<file path="config.mk">
export PLATFORM = sky130hd
export DESIGN_NAME = irq_controller
export DESIGN_NICKNAME = d
export VERILOG_FILES = /design/src/rtl/irq_controller.sv
export SDC_FILE = /design/constraint.sdc
export NUM_CORES = 1
export LEC_CHECK = 0
export CORE_AREA = 2 2 39 41
export CTS_BUF_LIST = sky130_fd_sc_hd__clkbuf_16
export DETAILED_ROUTE_END_ITERATION = 8
export DIE_AREA = 0 0 41 43
export GPL_TIMING_DRIVEN = 0
export PLACE_DENSITY = 0.73
export SLEW_MARGIN = 20
export SYNTH_ARGS = -nofsm -noshare
export SYNTH_HDL_FRONTEND = slang
export SYNTH_SLANG_ARGS = --single-unit
</file>
<file path="constraint.sdc">
create_clock -name clock_i -period 1.6 [get_ports clock_i]
set_input_delay 0.32 -clock clock_i [delete_from_list [all_inputs] [get_ports clock_i]]
set_output_delay 0.32 -clock clock_i [all_outputs]
set_load 0.02 [all_outputs]
</file>
<file path="src/rtl/irq_controller.sv">
// Interrupt controller with one gateway per source, fixed-priority
// selection (lowest ID wins) and a claim/complete handshake toward a single
// external-interrupt line.
module irq_controller #(
  parameter int unsigned        NUM_IRQ   = 3,
  parameter int unsigned        ID_WIDTH  = $clog2(NUM_IRQ + 1),
  parameter logic [NUM_IRQ-1:0] EDGE_MASK = '0
) (
  input  logic                clock_i,
  input  logic                reset_ni,
  input  logic [NUM_IRQ-1:0]  irq_i,
  input  logic [NUM_IRQ-1:0]  enable_i,
  input  logic                claim_i,
  input  logic                complete_i,
  input  logic [ID_WIDTH-1:0] complete_id_i,
  output logic                irq_o,
  output logic                claim_valid_o,
  output logic [ID_WIDTH-1:0] claim_id_o,
  output logic [NUM_IRQ-1:0]  pending_o,
  output logic [NUM_IRQ-1:0]  in_service_o
);

  typedef enum logic [1:0] {
    StIdle,
    StPending,
    StInService
  } gw_state_e;

  gw_state_e state_q [NUM_IRQ];
  gw_state_e state_d [NUM_IRQ];

  logic [NUM_IRQ-1:0]  prev_q;
  logic [NUM_IRQ-1:0]  edge_seen_q, edge_seen_d;
  logic [NUM_IRQ-1:0]  pending, in_service, eligible;
  logic [NUM_IRQ-1:0]  trigger, complete_hit, claim_hit;
  logic                irq_q;
  logic                claim_valid_q;
  logic [ID_WIDTH-1:0] claim_id_q, claim_id_d;
  logic [ID_WIDTH-1:0] sel_id;

  // Decode gateway states into flat status vectors.
  always_comb begin
    pending    = '0;
    in_service = '0;
    for (int i = 0; i < NUM_IRQ; i++) begin
      pending[i]    = (state_q[i] == StPending);
      in_service[i] = (state_q[i] == StInService);
    end
  end

  // Fixed-priority pick: scan downward so the lowest eligible ID is written last.
  always_comb begin
    eligible = pending & enable_i;
    sel_id   = '0;
    for (int i = NUM_IRQ - 1; i >= 0; i--) begin
      if (eligible[i]) begin
        sel_id = ID_WIDTH'(i + 1);
      end
    end
  end

  // Per-source trigger, completion match and claim match.
  always_comb begin
    trigger      = '0;
    complete_hit = '0;
    claim_hit    = '0;
    for (int i = 0; i < NUM_IRQ; i++) begin
      trigger[i]      = EDGE_MASK[i] ? (irq_i[i] & ~prev_q[i]) : irq_i[i];
      complete_hit[i] = complete_i && (complete_id_i == ID_WIDTH'(i + 1));
      claim_hit[i]    = claim_i && (sel_id == ID_WIDTH'(i + 1));
    end
  end

  // Gateway next-state logic and claim result.
  always_comb begin
    claim_id_d = claim_i ? sel_id : claim_id_q;
    for (int i = 0; i < NUM_IRQ; i++) begin
      state_d[i]     = state_q[i];
      edge_seen_d[i] = edge_seen_q[i];
      case (state_q[i])
        StIdle: begin
          if (trigger[i]) begin
            state_d[i] = StPending;
          end
        end
        StPending: begin
          // Held until claimed; level drop or disable does not clear it.
          if (claim_hit[i]) begin
            state_d[i] = StInService;
            if (EDGE_MASK[i] && trigger[i]) begin
              edge_seen_d[i] = 1'b1;
            end
          end
        end
        StInService: begin
          if (complete_hit[i]) begin
            // An edge caught during service (or on this very edge) re-arms the source.
            if (EDGE_MASK[i] && (edge_seen_q[i] || trigger[i])) begin
              state_d[i] = StPending;
            end else begin
              state_d[i] = StIdle;
            end
            edge_seen_d[i] = 1'b0;
          end else if (EDGE_MASK[i] && trigger[i]) begin
            edge_seen_d[i] = 1'b1;
          end
        end
        default: begin
          state_d[i]     = StIdle;
          edge_seen_d[i] = 1'b0;
        end
      endcase
    end
  end

  // State registers; irq_o reflects the eligibility of the previous cycle.
  always_ff @(posedge clock_i or negedge reset_ni) begin
    if (!reset_ni) begin
      for (int i = 0; i < NUM_IRQ; i++) begin
        state_q[i] <= StIdle;
      end
      prev_q        <= '0;
      edge_seen_q   <= '0;
      irq_q         <= 1'b0;
      claim_valid_q <= 1'b0;
      claim_id_q    <= '0;
    end else begin
      for (int i = 0; i < NUM_IRQ; i++) begin
        state_q[i] <= state_d[i];
      end
      prev_q        <= irq_i;
      edge_seen_q   <= edge_seen_d;
      irq_q         <= |eligible;
      claim_valid_q <= claim_i;
      claim_id_q    <= claim_id_d;
    end
  end

  assign irq_o         = irq_q;
  assign claim_valid_o = claim_valid_q;
  assign claim_id_o    = claim_id_q;
  assign pending_o     = pending;
  assign in_service_o  = in_service;

endmodule
</file>
Word level (Yosys, flattened, before mapping)
Cells that the tools add are included.
{ "classes": {"addsub": 0, "mul": 0, "n_div": 0, "n_lt_le_gt_ge": 0, "n_eq_ne": 21, "shifts": 0, "mux": 15, "bitwise": 1, "n_reduce_logical": 13} }
{ "ops": {"columns": ["operator", "n"], "rows": [
  ["$mux 2", 12],
  ["$pmux 2 s3", 3],
  ["$eq 2x2->1 const B", 7],
  ["$ne 2x1->1 const B", 6],
  ["$eq 2x1->1 const B", 5],
  ["$reduce_and 3->1", 3],
  ["$logic_and 1x1->1", 6],
  ["$logic_not 2->1", 3],
  ["$ne 2x2->1 const B", 3],
  ["$and 3x3->3", 1],
  ["$reduce_or 3->1", 1]
]} }
{ "totals": {"register_bits": 10, "latch_bits": 0, "mem_bits_rw": 0, "rom_bits": 0, "in_bits": 12, "out_inout_bits": 10, "memories": 0} }

Longest topological paths before layout
Gate-level depths: netlist of run 1.
{ "depth": {"word_depth": 9, "ltp_mapped": 3, "mapped_depth_nobuf": 3} }

Worst setup path before layout of run 1
OpenSTA, ideal clock, no wires.
{ "synth_timing": {"path_kind": "register to register", "from": "register state_q[2] (netlist name)", "to": "register claim_id_q[1] (netlist: claim_id_o[1])", "setup_time_ns": 0.083, "arrival_ns": 1.029, "required_ns": 1.517, "slack_ns": 0.489, "path_stages_with_launch": 4, "path_buffers": 0, "path_cell_list": "dfrtp_1 nor2b_1 a21oi_1 o22ai_1"} }
{ "synth_via": {"elab_chain_len": 4} }
{ "synth_rtl": {"columns": ["item", "line_no", "text"], "rows": [
  ["start: declaration", "29", "gw_state_e state_q [NUM_IRQ];"],
  ["start signal: indexed assignment", "120", "state_q[i] <= StIdle;"],
  ["start signal: indexed assignment", "129", "state_q[i] <= state_d[i];"],
  ["$eq 2x1->1", null, null],
  ["via pending_o[1]", "19", "output logic [NUM_IRQ-1:0] pending_o,"],
  ["$and 3x3->3", "53", "eligible = pending & enable_i;"],
  ["$mux 2 (2 in a row)", "56", "if (eligible[i]) begin"],
  ["end signal: assignment", "135", "claim_id_q <= claim_id_d;"],
  ["end: declaration", "38", "logic [ID_WIDTH-1:0] claim_id_q, claim_id_d;"]
]} }
The timed path passes the listed nets, and every way through them passes these cells.
A chain may end at the register's enable or synchronous reset.

Worst setup path in the final report of run 1
{ "layout_timing": {"from": "register state_q[4] (netlist name)", "to": "output in_service_o[0]"} }
{ "layout_via": {"elab_chain_len": 1} }
{ "layout_rtl": {"columns": ["item", "line_no", "text"], "rows": [
  ["$eq 2x2->1", null, null],
  ["end: declaration", "20", "output logic [NUM_IRQ-1:0] in_service_o"]
]} }
Every way passes these cells.

==> metrics.txt, run 1 <==
root buf cell clkbuf_16; CTS hold repair buffers 0; CP arrival approximately 1.2 ns; r2r setup slk 0.43 ns; H-tree levels 1; max cap viols 0; Die Wd 41 um; compound-gate portion of the synthesized area 0.240; WS Path Type reg2out; gr usage total 0.140; internal power slightly above 0.9 mW; Via density roughly 4.9; Initial Utilization 0.332; share of layout cells above drive strength 1 0.104; commonest non-fill, non-tap cell in the layout clkdlybuf4s50_1; most frequent cells in the layout clkdlybuf4s50_1, dfrtp_1, dlygate4sd2_1; dpl cells 80; main combinational cell family by area after synthesis compound AO/OA/AOI/OAI gates; synthesis-stage register bit count 10; Post-synth top flop dfrtp_1; sw frac 0.333; FP Rows 14; worst path required time 1.28 ns; DR WL/cell between 10 and 15 um; Die H 43 um; clock skew 0.00245 ns; worst reg2reg startpoint state_q[3]$_DFFE_PN0P_; post-synthesis mux area share 0; worst skew pair latency between 0.2 and 0.25 ns; Fmax achieved 0.660 GHz; CTS max path bufs 2; Residual DRC 0; post-cts sizing count 6; final WL 1.05 mm; FFs w/ async S/R, synth 1.00; Post-synth EDFFs 0; P per Cell Area 1840 mW/mm^2; Post-Syn Area per Cell 10.7 sq um; Final period util 0.947; simple-gate portion of the synthesized area 0.199; crit-path max FO 6; Initial DRT Pass Iterations 3; gr ovfl total 0; largest net degree at the start of global routing 11; Area growth syn-to-layout 64.9%; 1st-iter DRT viols 6; clock power share 0.308; setup TNS 0 ns; Post-CTS Setup Bufs 0; first-pass GRT wire length 1.66 mm; RD Place Congestion 0.698; Final Instance Area 757 sq um; Cells after Synth 43; clock-pin slew on the worst setup and hold paths 0.04 ns; area of the die 0.00176 sq mm; TritonCTS clock tree done; Hold Violations, Final 0; reg2reg end state_q[1]$_DFFE_PN0P_; diode count 0; core region area 0.00138 sq mm; vias 407; clk sinks 10; crit path launch type flop; Gate power share 0.372; Top Ports 22; Slew Limit Fails 0; RSZ-0062 raised after global routing false; Slew @ Worst Pin about 0.44 ns; final cell count without fillers 83; Worst Reg-to-Reg Cells 3; YS warnings 0; CTS Buf Count 3; Worst VDD drop roughly 1.2 mV; type of the worst min-delay path in2async; Syn Nets 55; Leak Pwr 0.329 nW; DP HPWL 790 um; Antenna Nets Post-Route 0; Synth Area in XOR/XNOR 0; P_sw 0.464 mW; Final setup viols 0; Nets 81; adder-cell share of the synthesized area 0; CP endpoint kind output pin; sequential-to-total area share from yosys stat 0.545; Area after DPL 689 sq um; outcome completed; vias in the first global route 393; sequential power share 0.320; synthesized cell area 459 sq um; antenna violations before repair 0; Worst slew margin 0.709; Buffers on Ports 21; distinct cell type count after synthesis 22; Tmin final 1.51 ns
## flip-flops by register name, indices dropped and copies added, names as in the netlist
signal,flops
state_q,6
irq_o,1
claim_id_o,2
claim_valid_o,1
## worst max-delay path, cell delays in order (launching register included)
cell and delay, ns:
dfrtp_1 0.42, and2b_2 0.22, dlygate4sd2_1 0.32
## worst max path at each step
| stage | from | end | depth (start not counted) |
|---|---|---|---|
| 4_1_cts | state_q[4]$_DFFE_PN0P_ | in_service_o[0] | 2 |
| 5_1_grt | state_q[2]$_DFFE_PN0P_ | pending_o[1] | 2 |
| 6_report | state_q[4]$_DFFE_PN0P_ | in_service_o[0] | 2 |
| 3_3_place_gp | enable_i[1] | state_q[1]$_DFFE_PN0P_ | 4 |
| 2_1_floorplan | state_q[2]$_DFFE_PN0P_ | claim_id_o[1]$_DFFE_PN0P_ | 3 |
| 3_5_place_dp | state_q[2]$_DFFE_PN0P_ | pending_o[1] | 2 |
## synthesized netlist by cell type, drive strengths merged (2+ instances only)
library cell,n,area share
dfrtp,10,0.54
a311oi,2,0.052
nand3,2,0.022
inv,2,0.016
nand2,3,0.030
o21ai,5,0.054
nor2b,4,0.054
nor2,3,0.025
## logic make-up after synthesis
logic type             Yosys count
AO/OA/AOI/OAI                   15
buffers and inverters            2
flip-flops                      10
AND/OR/NAND/NOR                 16
## power groups by stage
stage / Clock, mW / Combinational (mW) / Sequential [mW]
3_5_place_dp: 0 / 0.570 / 0.445
2_1_floorplan: 0 / 0.275 / 0.470
3_3_place_gp: 0 / 0.565 / 0.438
5_1_grt: 0.455 / 0.569 / 0.460
6_report: 0.428 / 0.517 / 0.445
4_1_cts: 0.438 / 0.527 / 0.441
## cell type report
cell class	count	area [sq um]
inverters	2	7.51
multi-input cells	31	201
well taps	16	20.0
clock buffers	3	75.1
fillers	131	627
flip-flops and latches	10	250
repair buffers	21	203
## layer usage
metal | wire, um | global-route usage
met1 | 452 | 0.169
met2 | 506 | 0.209
met3 | 91 | 0.0576
met4 | 0 | 0.0600
met5 | 0 | 0
## through the flow
| stage | util | setup WS, ns | total power [mW] | hold slack (ns) |
|---|---|---|---|---|
| 3_5_place_dp | 0.498 | 0.0593 | 1.02 | 0.469 |
| 3_3_place_gp | 0.498 | 0.0555 | 1.00 | 0.461 |
| 6_report | 0.547 | 0.0852 | 1.39 | 0.399 |
| 5_1_grt | 0.547 | 0.0243 | 1.48 | 0.455 |
| 4_1_cts | 0.547 | 0.0842 | 1.41 | 0.418 |
| 2_1_floorplan | - | 0.489 | 0.745 | 0.0244 |
Power figures use the tool's default switching activity.
==> inputs of run 2 (changes only) <==
--- a/config.mk
+++ b/config.mk
@@ -5,10 +5,9 @@
 export SDC_FILE = /design/constraint.sdc
 export NUM_CORES = 1
 export LEC_CHECK = 0
-export CORE_AREA = 2 2 39 41
+export CORE_UTILIZATION = 35
 export CTS_BUF_LIST = sky130_fd_sc_hd__clkbuf_16
 export DETAILED_ROUTE_END_ITERATION = 8
-export DIE_AREA = 0 0 41 43
 export GPL_TIMING_DRIVEN = 0
 export PLACE_DENSITY = 0.73
 export SLEW_MARGIN = 20
==> metrics.txt, run 2 (synthesis gave the netlist of run 1 again) <==
outcome completed (unchanged); Top Ports 22 (unchanged); Gate power share 0.370 (was 0.372); most frequent cells in the layout clkdlybuf4s50_1, dfrtp_1, o21ai_0, dlygate4sd2_1, nor2b_1 (was clkdlybuf4s50_1, dfrtp_1, dlygate4sd2_1); FP Rows 12 (was 14); Worst VDD drop 1.35 mV (was 1.15 mV); gr ovfl total 0 (unchanged); Via density 5.13 (was 4.90); sequential power share 0.316 (was 0.320); root buf cell clkbuf_16 (unchanged); Initial Utilization 0.397 (was 0.332); WS Path Type reg2out (unchanged); Antenna Nets Post-Route 0 (unchanged); type of the worst min-delay path in2async (unchanged); Largest register FFs 6 (unchanged); clock skew 0.00243 ns (was 0.00245 ns); Most flops, register state_q (unchanged); CTS hold repair buffers 0 (unchanged); CP endpoint kind output pin (unchanged); Hold Violations, Final 0 (unchanged); Fmax achieved 0.651 GHz (was 0.660 GHz); DR WL/cell 13.0 um (was 12.7 um); crit-path max FO 5 (was 6); gr usage total 0.194 (was 0.140); worst path required time 1.28 ns (about the same); CTS max path bufs 2 (unchanged); largest net degree at the start of global routing 11 (unchanged); H-tree levels 1 (unchanged); Final period util 0.960 (was 0.947); dpl cells 78 (was 80); P per Cell Area 1870 mW/mm^2 (was 1840 mW/mm^2); max cap viols 0 (unchanged); share of layout cells above drive strength 1 0.118 (was 0.104); Post-CTS Setup Bufs 0 (unchanged); setup TNS 0 ns (unchanged); CP arrival 1.22 ns (was 1.19 ns); TritonCTS clock tree done (unchanged); final WL 1.07 mm (was 1.05 mm); vias 421 (was 407); Residual DRC 0 (unchanged); area of the die 0.00146 sq mm (was 0.00176 sq mm); RD Place Congestion 0.716 (was 0.698); Leak Pwr 0.327 nW (was 0.329 nW); Power Total 1.41 mW (was 1.39 mW); RSZ-0062 raised after global routing false (unchanged); core region area 0.00116 sq mm (was 0.00138 sq mm); hold slack 0.402 ns (was 0.399 ns); vias in the first global route 391 (was 393); slowest stage cell on the critical path dfrtp_1 (unchanged); CTS Buf Count 3 (unchanged); Die H 38.2 um (was 43 um); Slew @ Worst Pin 0.454 ns (was 0.435 ns); first-pass GRT wire length 1.68 mm (was 1.66 mm); P_sw 0.483 mW (was 0.464 mW); Nets 81 (unchanged); commonest non-fill, non-tap cell in the layout clkdlybuf4s50_1 (unchanged); worst skew pair latency 0.24 ns (was 0.23 ns); fillcell total 99 (was 131); antenna violations before repair 0 (unchanged); Die Wd 38.2 um (was 41 um); final cell count without fillers 82 (was 83); Tmin final 1.54 ns (was 1.51 ns); diode count 0 (unchanged); DP HPWL 765 um (was 790 um); crit path cell chain nor2b_1 -> dlygate4sd2_1 (was and2b_2 -> dlygate4sd2_1); slowest stage delay, CP 0.41 ns (was 0.42 ns); Initial DRT Pass Iterations 3 (unchanged); Area growth syn-to-layout 64.3% (was 64.9%); clk sinks 10 (unchanged); internal power 0.929 mW (was 0.927 mW); 1st-iter DRT viols 6 (unchanged); clock-pin slew on the worst setup and hold paths 0.04 ns (about the same); Buffers on Ports 21 (unchanged); Worst slew margin 0.697 (was 0.709); Slew Limit Fails 0 (unchanged); sw frac 0.342 (was 0.333); crit path launch type flop (unchanged); clock power share 0.315 (was 0.308); Final setup viols 0 (unchanged)
==> run 2: cell types whose count changed in the layout (fill, tap and decap cells not counted) <==
cell / change
dlygate4sd2_1: -1
clkinv_1: +1
clkbuf_2: +1
==> run 2: final timing paths <==
check | startpoint | endpoint | slack, ns | cells past startpoint
min in group clock_i | state_q[3]$_DFFE_PN0P_ | state_q[2]$_DFFE_PN0P_ | 0.50 | 1
hold / removal | reset_ni | state_q[1]$_DFFE_PN0P_ | 0.40 | 1
setup reg to reg | state_q[3]$_DFFE_PN0P_ | state_q[1]$_DFFE_PN0P_ | 0.40 | 3
hold reg to reg | state_q[3]$_DFFE_PN0P_ | state_q[2]$_DFFE_PN0P_ | 0.50 | 1
setup / recovery | state_q[2]$_DFFE_PN0P_ | pending_o[1] | 0.06 | 2
max in group asynchronous | reset_ni | claim_id_o[0]$_DFFE_PN0P_ | 0.89 | 1
==> run 2: layout make-up <==
type,count,area [sq um],share of cell area
Clock buffer,3,75.1,0.0995
Inverter,2,7.51,0.00995
Tap cell,14,17.5,0.0232
Clock inverter,1,3.75,0.00498
Multi-Input combinational cell,31,201,0.267
Sequential cell,10,250,0.332
Timing Repair Buffer,21,199,0.264
==> run 2: power by group through the flow <==
stage | registers [mW] | logic (mW) | clock network [mW]
6_report | 0.446 | 0.522 | 0.445
4_1_cts | 0.446 | 0.531 | 0.458
5_1_grt | 0.463 | 0.571 | 0.463
3_3_place_gp | 0.443 | 0.566 | 0
2_1_floorplan | 0.470 | 0.275 | 0
3_5_place_dp | 0.446 | 0.570 | 0
==> run 2: routing by layer <==
| metal | wire length (um) | track usage | part of all wire | up-vias |
|---|---|---|---|---|
| met2 | 501 | 0.267 | 0.47 | 15 |
| met4 | 38 | 0.188 | 0.036 | 0 |
| met1 | 441 | 0.209 | 0.41 | 191 |
| met3 | 85 | 0.0988 | 0.080 | 4 |
| li1 | - | - | - | 211 |
| met5 | 0 | 0 | 0 | - |
==> run 2: worst max-delay path: cells and delay by family (launching register included) <==
| family | cells | cell delay (ns) |
|---|---|---|
| flip-flops | 1 | 0.41 |
| buffers and inverters | 1 | 0.36 |
| AND/OR/NAND/NOR | 1 | 0.21 |
==> run 2: repair_timing <==
action / 4_1_cts / 5_1_grt
hold endpoints to repair: 0 / 0
endpoints found under the setup margin: 6 / 1
gates resized for setup: 6 / 2
==> run 2: stage by stage <==
step / instance area (sq um) / util / worst slack, ns
after floorplan: 459 / - / 0.489
after global placement: 687 / 0.594 / 0.0375
after detailed placement: 687 / 0.594 / 0.0473
after CTS: 758 / 0.656 / 0.0420
after global routing: 754 / 0.653 / 0.0157
final: 754 / 0.653 / 0.0633
==> inputs of run 3 (changes only) <==
--- a/config.mk
+++ b/config.mk
@@ -5,6 +5,7 @@
 export SDC_FILE = /design/constraint.sdc
 export NUM_CORES = 1
 export LEC_CHECK = 0
+export CAP_MARGIN = 20
 export CORE_UTILIZATION = 35
 export CTS_BUF_LIST = sky130_fd_sc_hd__clkbuf_16
 export DETAILED_ROUTE_END_ITERATION = 8
==> constraint.sdc (replaced) <==
create_clock -name clock_i -period 1.55 [get_ports clock_i]
set_input_delay 0.31 -clock clock_i [delete_from_list [all_inputs] [get_ports clock_i]]
set_output_delay 0.31 -clock clock_i [all_outputs]
set_load 0.02 [all_outputs]
==> metrics.txt, run 3 (synthesis gave the netlist of run 1 again) <==
outcome completed (unchanged); dpl cells 78 (unchanged); share of layout cells above drive strength 1 0.147 (was 0.118); Slew Limit Fails 0 (unchanged); CP arrival 1.17 ns (was 1.22 ns); vias 420 (was 421); Post-CTS Setup Bufs 0 (unchanged); worst reg2reg startpoint state_q[3]$_DFFE_PN0P_ (unchanged); Slew @ Worst Pin 0.451 ns (was 0.454 ns); Most flops, register state_q (unchanged); Tmin final 1.48 ns; RD Place Congestion 0.716 (unchanged); Nets 81 (unchanged); reg2reg end state_q[1]$_DFFE_PN0P_ (unchanged); Final setup viols 0 (unchanged); Fmax achieved between 0.6 and 0.7 GHz; setup TNS 0 ns (unchanged); DP HPWL 765 um (unchanged); Gate power share 0.367 (was 0.370); Residual DRC 0 (unchanged); worst skew pair latency 0.24 ns (about the same); core region area 0.00116 sq mm (unchanged); sequential power share 0.317 (was 0.316); r2r setup slk 0.35 ns (was 0.40 ns); type of the worst min-delay path in2async (unchanged); Metal-1 WL 441 um (unchanged); WS Path Type reg2out (unchanged); met2 wire len 486 um (was 501 um); Largest register FFs 6 (unchanged); P_sw 0.497 mW (was 0.483 mW); Die Wd 38.2 um (unchanged); sw frac 0.342 (about the same); largest net degree at the start of global routing 11 (unchanged); vias in the first global route 391 (unchanged); TritonCTS clock tree done (unchanged); diode count 0 (unchanged); antenna violations before repair 0 (unchanged); top sig layer met4 (unchanged); Via density 5.12 (was 5.13); CTS max path bufs 2 (unchanged); Hold Violations, Final 0 (unchanged); Worst VDD drop 1.42 mV (was 1.35 mV); 1st-iter DRT viols 6 (unchanged); root buf cell clkbuf_16 (unchanged); Top Ports 22 (unchanged); Final Core Density 0.654 (was 0.653); DR WL/cell 12.8 um (was 13.0 um); most frequent cells in the layout clkdlybuf4s50_1, dfrtp_1, o21ai_0 (was clkdlybuf4s50_1, dfrtp_1, o21ai_0, dlygate4sd2_1, nor2b_1); commonest non-fill, non-tap cell in the layout clkdlybuf4s50_1 (unchanged); Leak Pwr 0.330 nW (was 0.327 nW); clk sinks 10 (unchanged); hold slack 0.391 ns (was 0.402 ns); clock skew 0.00230 ns (was 0.00243 ns); FP Rows 12 (unchanged); H-tree levels 1 (unchanged); Final period util 0.955; CTS Buf Count 3 (unchanged); Worst Reg-to-Reg Cells 3 (unchanged); crit path launch type flop (unchanged); Initial Utilization 0.397 (unchanged); worst path required time 1.24 ns (was 1.28 ns); first-pass GRT wire length 1.68 mm (unchanged); clock power share 0.316 (was 0.315); fillcell total 98 (was 99); Setup crit end in_service_o[0] (was pending_o[1]); crit-path max FO 6 (was 5); P per Cell Area 1920 mW/mm^2 (was 1870 mW/mm^2); area of the die 0.00146 sq mm (unchanged); gr ovfl total 0 (unchanged); met3 wire len 80 um (was 85 um); max cap viols 0 (unchanged); Area growth syn-to-layout 64.6% (was 64.3%); CP endpoint kind output pin (unchanged); Antenna Nets Post-Route 0 (unchanged); final cell count without fillers 82 (unchanged); Buffers on Ports 21 (unchanged); final WL 1.05 mm (was 1.07 mm); RSZ-0062 raised after global routing false (unchanged); clock-pin slew on the worst setup and hold paths 0.04 ns (about the same); worst setup path start state_q[4]$_DFFE_PN0P_ (was state_q[2]$_DFFE_PN0P_); Die H 38.2 um (unchanged); gr usage total 0.194 (unchanged); Worst slew margin 0.698 (was 0.697); internal power 0.957 mW (was 0.929 mW); Initial DRT Pass Iterations 3 (unchanged)
[run 3: power by group through the flow]
stage | clock network [mW] | registers [mW] | logic, mW
floorplan | 0 | 0.486 | 0.284
global placement | 0 | 0.457 | 0.585
detailed placement | 0 | 0.461 | 0.589
CTS | 0.473 | 0.460 | 0.548
global route | 0.478 | 0.479 | 0.584
finish | 0.459 | 0.461 | 0.533
[run 3: routing by layer]
metal / global-route usage / vias to the layer above
met5: 0 / -
met4: 0.188 / 0
met3: 0.0988 / 4
met2: 0.267 / 15
met1: 0.209 / 190
li1: - / 211
[run 3: layout make-up]
type | instances | area [sq um] | area share
multi-input cells | 31 | 201 | 0.267
clock inverters | 1 | 3.75 | 0.00497
inverters | 2 | 7.51 | 0.00993
repair buffers | 21 | 199 | 0.263
flip-flops and latches | 10 | 251 | 0.333
well taps | 14 | 17.5 | 0.0232
clock buffers | 3 | 75.1 | 0.0993
[run 3: repair_timing]
item                       4_1_cts  5_1_grt
hold buffers                     0        0
gates resized for setup          6        7
pin swaps                        0        0
setup endpoints to repair        6        4
[run 3: worst min-delay path by stage]
stage | to | slack [ns] | depth (start not counted)
after floorplan | claim_id_o[0]$_DFFE_PN0P_ | 0.01 | 0
after global placement | state_q[2]$_DFFE_PN0P_ | 0.46 | 1
after detailed placement | state_q[2]$_DFFE_PN0P_ | 0.47 | 1
after CTS | state_q[1]$_DFFE_PN0P_ | 0.40 | 1
after global routing | state_q[0]$_DFFE_PN0P_ | 0.44 | 1
final | state_q[1]$_DFFE_PN0P_ | 0.39 | 1
[run 3: critical path, stage by stage (launching register included)]
cell and delay [ns]:
dfrtp_1 0.42, and2b_2 0.23, clkdlybuf4s15_1 0.28
[run 3: metrics by stage]
stage                     instance area, sq um  setup slack [ns]  power (mW)
final                                      756            0.0692        1.45
after global routing                       756           0.00344        1.54
after CTS                                  758           0.00204        1.48
after detailed placement                   687           0.00729        1.05
after global placement                     687          -0.00251        1.04
after floorplan                            459             0.439       0.769
